### src/rtl/spi0_arbiter_pkg.sv
// Shared types and defaults for the SPI0 two-requester arbiter.
package spi0_arbiter_pkg;

    typedef enum logic [1:0] {IDLE, GRANT, SHIFT, GAP} state_t;

    localparam logic REQ_CPU = 1'b0;
    localparam logic REQ_DMA = 1'b1;

    localparam int DEF_CLK_DIV = 2;
    localparam int DEF_CS_GAP  = 4;

endpackage

### src/rtl/spi0_arbiter_byte_engine.sv
// SPI mode-0 byte engine: MSB first, miso sampled on sclk rise, mosi advanced on fall.
module spi_byte_engine
    import spi0_arbiter_pkg::*;
#(
    parameter int CLK_DIV = DEF_CLK_DIV
) (
    input  logic       clk_4x,
    input  logic       NRST,
    input  logic       start,
    input  logic [7:0] tx,
    input  logic       miso,
    output logic       sclk,
    output logic       mosi,
    output logic       done,
    output logic [7:0] rx
);

    logic       active;
    logic       tick;
    logic [3:0] div_cnt;
    logic [2:0] bit_cnt;
    logic [7:0] tx_sh;
    logic [7:0] rx_sh;

    assign tick = (div_cnt == 4'(CLK_DIV - 1));

    always_ff @(posedge clk_4x) begin
        if (!NRST) begin
            active <= 1'b0;
            sclk   <= 1'b0;
            mosi   <= 1'b0;
            done   <= 1'b0;
            rx     <= 8'h00;
        end else begin
            done <= 1'b0;
            if (start) begin
                active <= 1'b1;
                mosi   <= tx[7];
            end else if (active && tick) begin
                sclk <= ~sclk;
                if (sclk) begin
                    // falling edge: either the byte is finished or the next bit goes out
                    if (bit_cnt == 3'd7) begin
                        active <= 1'b0;
                        done   <= 1'b1;
                        rx     <= rx_sh;
                    end else begin
                        mosi <= tx_sh[6];
                    end
                end
            end
        end
    end

    always_ff @(posedge clk_4x) begin
        if (start) begin
            tx_sh   <= tx;
            div_cnt <= 4'd0;
            bit_cnt <= 3'd0;
        end else if (active) begin
            div_cnt <= tick ? 4'd0 : div_cnt + 4'd1;
            if (tick) begin
                if (!sclk) begin
                    rx_sh <= {rx_sh[6:0], miso};
                end else begin
                    tx_sh   <= {tx_sh[6:0], 1'b0};
                    bit_cnt <= bit_cnt + 3'd1;
                end
            end
        end
    end

endmodule

### src/rtl/spi0_arbiter.sv
// Round-robin arbiter sharing the SPI0 pads between the CPU peripheral and the DMA loader.
module spi0_arbiter
    import spi0_arbiter_pkg::*;
#(
    parameter int CLK_DIV = DEF_CLK_DIV,
    parameter int CS_GAP  = DEF_CS_GAP
) (
    input  logic       clk_4x,
    input  logic       NRST,
    input  logic       req0,
    input  logic       req1,
    input  logic       wr0,
    input  logic       wr1,
    input  logic [7:0] tx0,
    input  logic [7:0] tx1,
    output logic       gnt0,
    output logic       gnt1,
    output logic       done0,
    output logic       done1,
    output logic [7:0] rx_data,
    output logic       busy,
    output logic       spi_sclk,
    output logic       spi_mosi,
    input  logic       spi_miso,
    output logic       spi_cs_n
);

    state_t     state, state_nxt;
    logic       owner, owner_nxt;
    logic       last_gnt, last_gnt_nxt;
    logic [3:0] gap_cnt, gap_cnt_nxt;
    logic       hold;
    logic       req_g, wr_g, start, eng_done;
    logic [7:0] tx_g;

    assign req_g = (owner == REQ_DMA) ? req1 : req0;
    assign wr_g  = (owner == REQ_DMA) ? wr1  : wr0;
    assign tx_g  = (owner == REQ_DMA) ? tx1  : tx0;
    // a release in the same cycle as a strobe wins: no byte is started
    assign start = (state == GRANT) && req_g && wr_g;

    assign done0 = eng_done && (owner == REQ_CPU);
    assign done1 = eng_done && (owner == REQ_DMA);

    always_ff @(posedge clk_4x) begin
        if (!NRST) begin
            state    <= IDLE;
            owner    <= REQ_CPU;
            last_gnt <= REQ_DMA;
            gap_cnt  <= 4'd0;
            gnt0     <= 1'b0;
            gnt1     <= 1'b0;
            spi_cs_n <= 1'b1;
            busy     <= 1'b0;
        end else begin
            state    <= state_nxt;
            owner    <= owner_nxt;
            last_gnt <= last_gnt_nxt;
            gap_cnt  <= gap_cnt_nxt;
            gnt0     <= hold && (owner_nxt == REQ_CPU);
            gnt1     <= hold && (owner_nxt == REQ_DMA);
            spi_cs_n <= !hold;
            busy     <= (state_nxt != IDLE);
        end
    end

    always_comb begin
        state_nxt    = state;
        owner_nxt    = owner;
        last_gnt_nxt = last_gnt;
        gap_cnt_nxt  = gap_cnt;
        case (state)
            IDLE: begin
                if (req0 || req1) begin
                    state_nxt    = GRANT;
                    owner_nxt    = (req0 && req1) ? ~last_gnt : req1;
                    last_gnt_nxt = owner_nxt;
                end
            end
            GRANT: begin
                if (!req_g) begin
                    state_nxt   = GAP;
                    gap_cnt_nxt = 4'd0;
                end else if (wr_g) begin
                    state_nxt = SHIFT;
                end
            end
            SHIFT: begin
                if (eng_done) begin
                    state_nxt   = req_g ? GRANT : GAP;
                    gap_cnt_nxt = 4'd0;
                end
            end
            GAP: begin
                if (gap_cnt == 4'(CS_GAP - 1)) state_nxt = IDLE;
                else gap_cnt_nxt = gap_cnt + 4'd1;
            end
            default: state_nxt = IDLE;
        endcase
        hold = (state_nxt == GRANT) || (state_nxt == SHIFT);
    end

    spi_byte_engine #(.CLK_DIV(CLK_DIV)) u_engine (
        .clk_4x (clk_4x),
        .NRST   (NRST),
        .start  (start),
        .tx     (tx_g),
        .miso   (spi_miso),
        .sclk   (spi_sclk),
        .mosi   (spi_mosi),
        .done   (eng_done),
        .rx     (rx_data)
    );

endmodule

### config.mk
export PLATFORM = sky130hd
export DESIGN_NAME = spi0_arbiter
export DESIGN_NICKNAME = d
export VERILOG_FILES = /design/src/rtl/spi0_arbiter_pkg.sv /design/src/rtl/spi0_arbiter_byte_engine.sv /design/src/rtl/spi0_arbiter.sv
export SDC_FILE = /design/constraint.sdc
export NUM_CORES = 1
export LEC_CHECK = 0
export ABC_AREA = 0
export CELL_PAD_IN_SITES_DETAIL_PLACEMENT = 1
export CELL_PAD_IN_SITES_GLOBAL_PLACEMENT = 1
export CORE_ASPECT_RATIO = 1.25
export CORE_MARGIN = 4
export CORE_UTILIZATION = 35
export DETAILED_ROUTE_END_ITERATION = 12
export PLACE_DENSITY = 0.81
export SLEW_MARGIN = 5
export SYNTH_ARGS = -nofsm -noshare
export SYNTH_HDL_FRONTEND = slang
export SYNTH_SLANG_ARGS = --single-unit
### constraint.sdc
create_clock -name clk_4x -period 2 [get_ports clk_4x]
set_input_delay 0.3 -clock clk_4x [delete_from_list [all_inputs] [get_ports clk_4x]]
set_output_delay 0.3 -clock clk_4x [all_outputs]
set_load 0.01 [all_outputs]
==> results of run 1 <==
[stage by stage]
step,setup TNS [ps],cell area [um^2]
finish,0,2650
global route,-6.42,2650
CTS,0,2630
detailed placement,-5450,2540
global placement,-4670,2540
floorplan,0,1980
[where the power goes]
group	total (W)	internal (W)	switching, W
sequential	0.00108	0.00104	0.0000412
combinational	0.000412	0.000218	0.000194
clock	0.000547	0.000241	0.000306
[worst max-delay path: stages (launching register included)]
cell,delay [ps]
dfxtp_1,440
buf_6,190
and2_1,140
clkdlybuf4s50_1,540
[repair_timing]
action                     4_1_cts  5_1_grt
setup endpoints to repair       17        3
pin swaps                        0        0
gates resized for setup          2        5
[cells in the final DEF, fill, tap and decap left out, types with 4 or more instances in the layout]
master	instances
a21oi_1	10
buf_4	18
clkbuf_8	5
clkdlybuf4s50_1	38
dfxtp_1	29
edfxtp_1	15
ha_1	4
inv_1	4
mux2i_1	19
nand2_1	25
nor2_1	24
o21a_1	4
xor2_1	5
[per-layer routing]
layer  vias up  share of wire, %  global-route usage [%]
li1        769                 -                       -
met5         -                 0                       0
met3         6               2.9                    3.40
met1       737                40                    16.3
met4         0               1.6                    4.52
met2        20                55                    25.2
[worst max path at each step]
stage                                            start                          end  slack, ps
after floorplan           u_engine.active$_SDFFE_PN0P_  u_engine.rx_sh[0]$_DFFE_PP_         40
after CTS                      gap_cnt[1]$_SDFFE_PN0P_              gnt1$_SDFF_PN0_         30
final                                 owner$_SDFF_PN0_                        done1         90
after detailed placement                           wr1  u_engine.rx[3]$_SDFFE_PN0P_       -310
after global routing                  owner$_SDFF_PN0_                        done1         -6
after global placement                             wr1  u_engine.rx[7]$_SDFFE_PN0P_       -230
[kinds of logic after synthesis]
group / after synthesis / share of synthesized area (%)
compound gates: 25 / 9.29
xor+xnor: 6 / 2.65
fa+ha+maj: 4 / 2.53
buf+inv: 13 / 3.03
flops: 46 / 54.1
mux: 19 / 9.60
simple gates: 75 / 18.8
[state kept, by name, indices dropped and copies added, names as in the netlist, 2 cells and up]
name / cells
u_engine.bit_cnt: 3
state: 2
u_engine.rx_sh: 8
u_engine.div_cnt: 4
u_engine.tx_sh: 7
u_engine.rx: 8
gap_cnt: 4
[cell type report]
class	count	share of cell area (%)
sequential	46	40.6
multi-input combinational	129	32.9
timing repair buffer	57	19.9
tap	64	3.03
clock buffer	6	2.74
inverter	4	0.567
clock inverter	2	0.331
==> metrics.md, run 1 <==
| Metric | Value |
|---|---|
| Post-synthesis register bit count | 46 |
| Vias in the first global route | 1636 |
| Antenna violations before repair | 0 |
| Clock skew | 5.03 ps |
| Asr flop ratio synth | 0% |
| Remaining DRCs | 0 |
| Dpl ws | -309 ps |
| Start point of the worst hold path | u_engine.rx[7]$_SDFFE_PN0P_ |
| Syn Nets | 215 |
| Top-level I/O count | 39 |
| Fin cells | 308 |
| Hold Buf Count CTS | 0 |
| Post-synth top cells | dfxtp_1 (31), nand2_1 (25), nor2_1 (24) |
| Pleak | 1.02 nW |
| Reg2reg path depth | 4 |
| Cell Area, Synth | 0.00198 mm^2 |
| Worst setup SP type | flop |
| Syn avg cell area | 10.5 um^2 |
| GR Overflow Total | 0 |
| Synth-to-layout area growth | 33.6% |
| Total Power | 0.00204 W |
| Detailed Route Iter0 Violations | 86 |
| Chip width | 75.3 um |
| Peak VDD IR | 0.410 mV |
| FP Rows | 30 |
| Status | finished clean |
| GRT Util Overall | 14.3% |
| PortBufs | 38 |
| Most common cell in the synthesized netlist | dfxtp_1 |
| Largest cells by area after synthesis | dfxtp_1 (31%), edfxtp_1 (23%), mux2i_1 (9.6%) |
| Worst R2R Start | owner$_SDFF_PN0_ |
| H-tree Lvls | 2 |
| CTS tree | built |
| Total wire length | 4570 um |
| Post-synth cell types | 41 |
| PwrDens | 772 mW/mm^2 |
| Sequential cell area | 0.00107 mm^2 |
| Post-Syn Instances | 188 |
| Starting Density | 36.4% |
| Die Y | 92.1 um |
| Clk slew on worst S/H paths | 80 ps |
| Clock sinks | 46 |
| Tcrit/Tclk final | 95.5% |
| Fin crit period | 1910 ps |
| Hold Slack | 461 ps |
| Nets@finish | 270 |
| Crit path max fanout | 10 |
| Post-synth top area share | 31.3% |
| # fillers | 597 |
| Fmax | 523 MHz |
| Reg2reg end | u_engine.tx_sh[5]$_DFFE_PP_ |
| Max-Cap Viols | 0 |
| Sequential area share after synthesis | 54.1% |
| Share of cells above drive strength 1 | 13.9% |
| Crit path DAT | 1610 ps |
| Placeable Area | 0.00544 mm^2 |
| Yosys top cell by area | dfxtp_1 |
| Vias per inst | 4.97 |
| Multi-input gate area | 870 um^2 |
| Total iterations of the first detailed-routing run | 4 |
| Placer congestion estimate | 0.724 |
| Setup Fix Bufs, Post-CTS | 0 |
| Largest net degree at the start of global routing | 24 |
| Min-Delay Endpoint | u_engine.rx[7]$_SDFFE_PN0P_ |
| CTS root buf | clkbuf_8 |
| PnR worst setup slack | 89.2 ps |
| Setup violators final | 0 |
| DP Wirelength | 3340 um |
| R2R setup slack | 110 ps |
| Critical path class | reg2out |
| Prevailing post-synth register cell | dfxtp_1 |
| Post-DRT Antenna Nets | 0 |
| Worst setup EP type | output port |
| Clk buf depth | 2 |
| First-pass GRT wire length | 7630 um |
| Post-synth EDFFs | 15 |
| Antenna Cells | 0 |
| Worst-Margin Slew | 613 ps |
| Critical Path RT | 1700 ps |
| Layout Utilization | 48.6% |
| Wire per inst | 14.8 um |
| Relative slew slack | 58.9% |
| Final Hold Fails | 0 |
| Slew Viols, Final | 0 |
| Worst min-delay path class | reg2reg |
| Hold depth | 2 |
| Total die area | 0.00693 mm^2 |
| Inserted Clock Buffers | 5 |
| Clock Latency Late Sink | 300 ps |
| Cells after DPL | 300 |
| Synth warn | 0 |
| Vias | 1532 |
Note: power is estimated with default switching activity, not from simulation.
==> run 2, diff against run 1 <==
CORE_UTILIZATION = 43   (was 35)
DONT_BUFFER_PORTS = 1   (was unset)
PLACE_DENSITY = 0.8   (was 0.81)
==> metrics.md, run 2 (same netlist as run 1, synthesis figures left out) <==
| Metric | Value |
|---|---|
| Status | finished clean |
| Unrepaired setup endpoints after global routing | false |
| Share of cells above drive strength 1 | 10.4% (-3.6 points) |
| Tcrit/Tclk final | 91.3% (-4.2 points) |
| Critical path class | reg2reg |
| Sequential share of power | 59.7% (+6.7 points) |
| Crit path DAT | 2000 ps (+390 ps) |
| Clk buf depth | 2 (unchanged) |
| Pleak | 0.811 nW (-20%) |
| Starting Density | 44.8% (+8.4 points) |
| Fin crit period | 1830 ps (-84.9 ps) |
| Hold depth | 1 (-1) |
| Sw Ratio | 26.5% (-0.029 points) |
| Max-Cap Viols | 0 (unchanged) |
| Total Power | 0.00188 W (-7.7%) |
| Placeable Area | 0.00443 mm^2 (-19%) |
| Worst-Margin Slew | 337 ps (-276 ps) |
| Setup violators final | 0 (unchanged) |
| FP Rows | 27 (-10%) |
| Clock skew | 8.29 ps (+3.26 ps) |
| CTS resizes | 0 (-2) |
| Placer congestion estimate | 0.786 (+8.5%) |
| Crit path max fanout | 4 (-6) |
| Post-Route Setup TNS | 0 ps (unchanged) |
| H-tree Lvls | 2 (unchanged) |
| Clock Latency Late Sink | 290 ps (about the same) |
| Internal | 0.00139 W (-7.7%) |
| Most common cell after layout, fill and taps aside | dfxtp_1 |
| Switching pwr | 0.000499 W (-7.8%) |
| Fmax | 548 MHz (+4.6%) |
| Chip width | 68.7 um (-8.7%) |
| Total iterations of the first detailed-routing run | 4 (unchanged) |
| Setup Fix Bufs, Post-CTS | 0 (unchanged) |
| Vias in the first global route | 1526 (-6.7%) |
| GR Overflow Total | 0 (unchanged) |
| Vias per inst | 5.39 (+8.5%) |
| Clock share of power | 28.6% (+1.8 points) |
| Relative slew slack | 77.4% (+19 points) |
| Largest net degree at the start of global routing | 25 (+4.2%) |
| Clk slew on worst S/H paths | 80 ps (about the same) |
| Vias | 1354 (-12%) |
| Antenna violations before repair | 0 (unchanged) |
| CTS root buf | clkbuf_8 |
| Reg2reg path depth | 7 (+3) |
| Worst min-delay path class | in2reg |
| Post-DRT Antenna Nets | 0 (unchanged) |
| Worst setup SP type | flop |
| Critical Path RT | 2180 ps (+480 ps) |
| Largest regs | u_engine.rx: 8 flops, u_engine.rx_sh: 8 flops, u_engine.tx_sh: 7 flops |
| Commonest non-fill, non-tap cells in the layout | dfxtp_1 (30), nand2_1 (25), nor2_1 (24) |
| Nets@finish | 219 (-19%) |
| Die Y | 83.9 um (-8.9%) |
| Total wire length | 4050 um (-11%) |
| Antenna Cells | 0 (unchanged) |
| Multi-input gate area | 858 um^2 (-1.3%) |
| Remaining DRCs | 0 (unchanged) |
| Hold Buf Count CTS | 0 (unchanged) |
| Inserted Clock Buffers | 5 (unchanged) |
| Gate power share | 11.7% (-8.5 points) |
| First-pass GRT wire length | 6840 um (-10%) |
| Worst setup EP type | flop |
| Clock sinks | 46 (unchanged) |
| Slew Viols, Final | 0 (unchanged) |
| PortBufs | 0 (-100%) |
| CTS tree | built |
| Wire per inst | 16.1 um (+8.8%) |
| Synth-to-layout area growth | 8.34% |
| GRT Util Overall | 15.5% (+1.3 points) |
| Final Hold Fails | 0 (unchanged) |
| PwrDens | 878 mW/mm^2 (+14%) |
| Sequential cell area | 0.00107 mm^2 (-0.12%) |
| Total die area | 0.00576 mm^2 (-17%) |
| Top-level I/O count | 39 (unchanged) |
| DP Wirelength | 3120 um (-6.5%) |
| # fillers | 493 (-17%) |
| Detailed Route Iter0 Violations | 90 (+4.7%) |
| Peak VDD IR | 0.411 mV (+0.36%) |
-- run 2: cell types whose count changed in the layout (fill, tap and decap cells not counted) --
cell             change
clkdlybuf4s50_1     -38
buf_4               -12
buf_6                -1
clkinv_1             -1
clkinv_2             +1
dfxtp_1              +1
dfxtp_2              -1
nor3_1               +1
nor3_4               -1
-- run 2: power by group through the flow --
stage               combinational, W  clock (W)  sequential, W
floorplan                   0.000181          0        0.00112
global placement            0.000199          0        0.00113
detailed placement          0.000220          0        0.00115
CTS                         0.000223   0.000558        0.00112
global route                0.000253   0.000602        0.00114
finish                      0.000220   0.000539        0.00112
-- run 2: layer usage --
layer / routed length (um) / vias to the layer above / share of wire (%) / track usage (%)
met3: 185 / 8 / 4.6 / 5.26
met2: 2280 / 26 / 56 / 27.0
met5: 0 / - / 0 / 0
met1: 1520 / 658 / 38 / 16.6
met4: 68 / 0 / 1.7 / 6.03
li1: - / 662 / - / -
-- run 2: metrics by stage --
step                      hold slack [ps]  setup slack (ps)  std cells  utilization [%]  cell area [um^2]
after detailed placement              393              42.5        243             46.4              2050
after global placement                385               142        243             46.4              2050
after global routing                 69.4              23.8        251             48.5              2150
after floorplan                       399              43.6        188                -              1980
after CTS                            76.7              20.0        251             48.3              2140
final                                90.6               174        251             48.5              2150
-- run 2: critical path, cell delays in order (launching register included) --
cell      delay, ps
dfxtp_1         380
ha_1            180
or3b_4          400
o221ai_2        170
o31a_1          190
ha_1            240
nand2_1         100
nor2_1           50
-- run 2: path summary, 6_finish.rpt --
| check | from | end | slack [ps] |
|---|---|---|---|
| worst max register to register | gap_cnt[1]$_SDFFE_PN0P_ | gnt1$_SDFF_PN0_ | 170 |
| worst max-delay path | gap_cnt[1]$_SDFFE_PN0P_ | gnt1$_SDFF_PN0_ | 170 |
| worst min-delay path | NRST | last_gnt$_SDFFE_PN1P_ | 90 |
| worst min register to register | u_engine.rx_sh[2]$_DFFE_PP_ | u_engine.rx_sh[3]$_DFFE_PP_ | 450 |
-- run 2: cell type report --
class | count | area share (%)
Clock buffer | 6 | 3.38
Timing Repair Buffer | 6 | 2.10
Sequential cell | 46 | 50.0
Clock inverter | 2 | 0.466
Tap cell | 58 | 3.38
Inverter | 4 | 0.700
Multi-Input combinational cell | 129 | 40.0
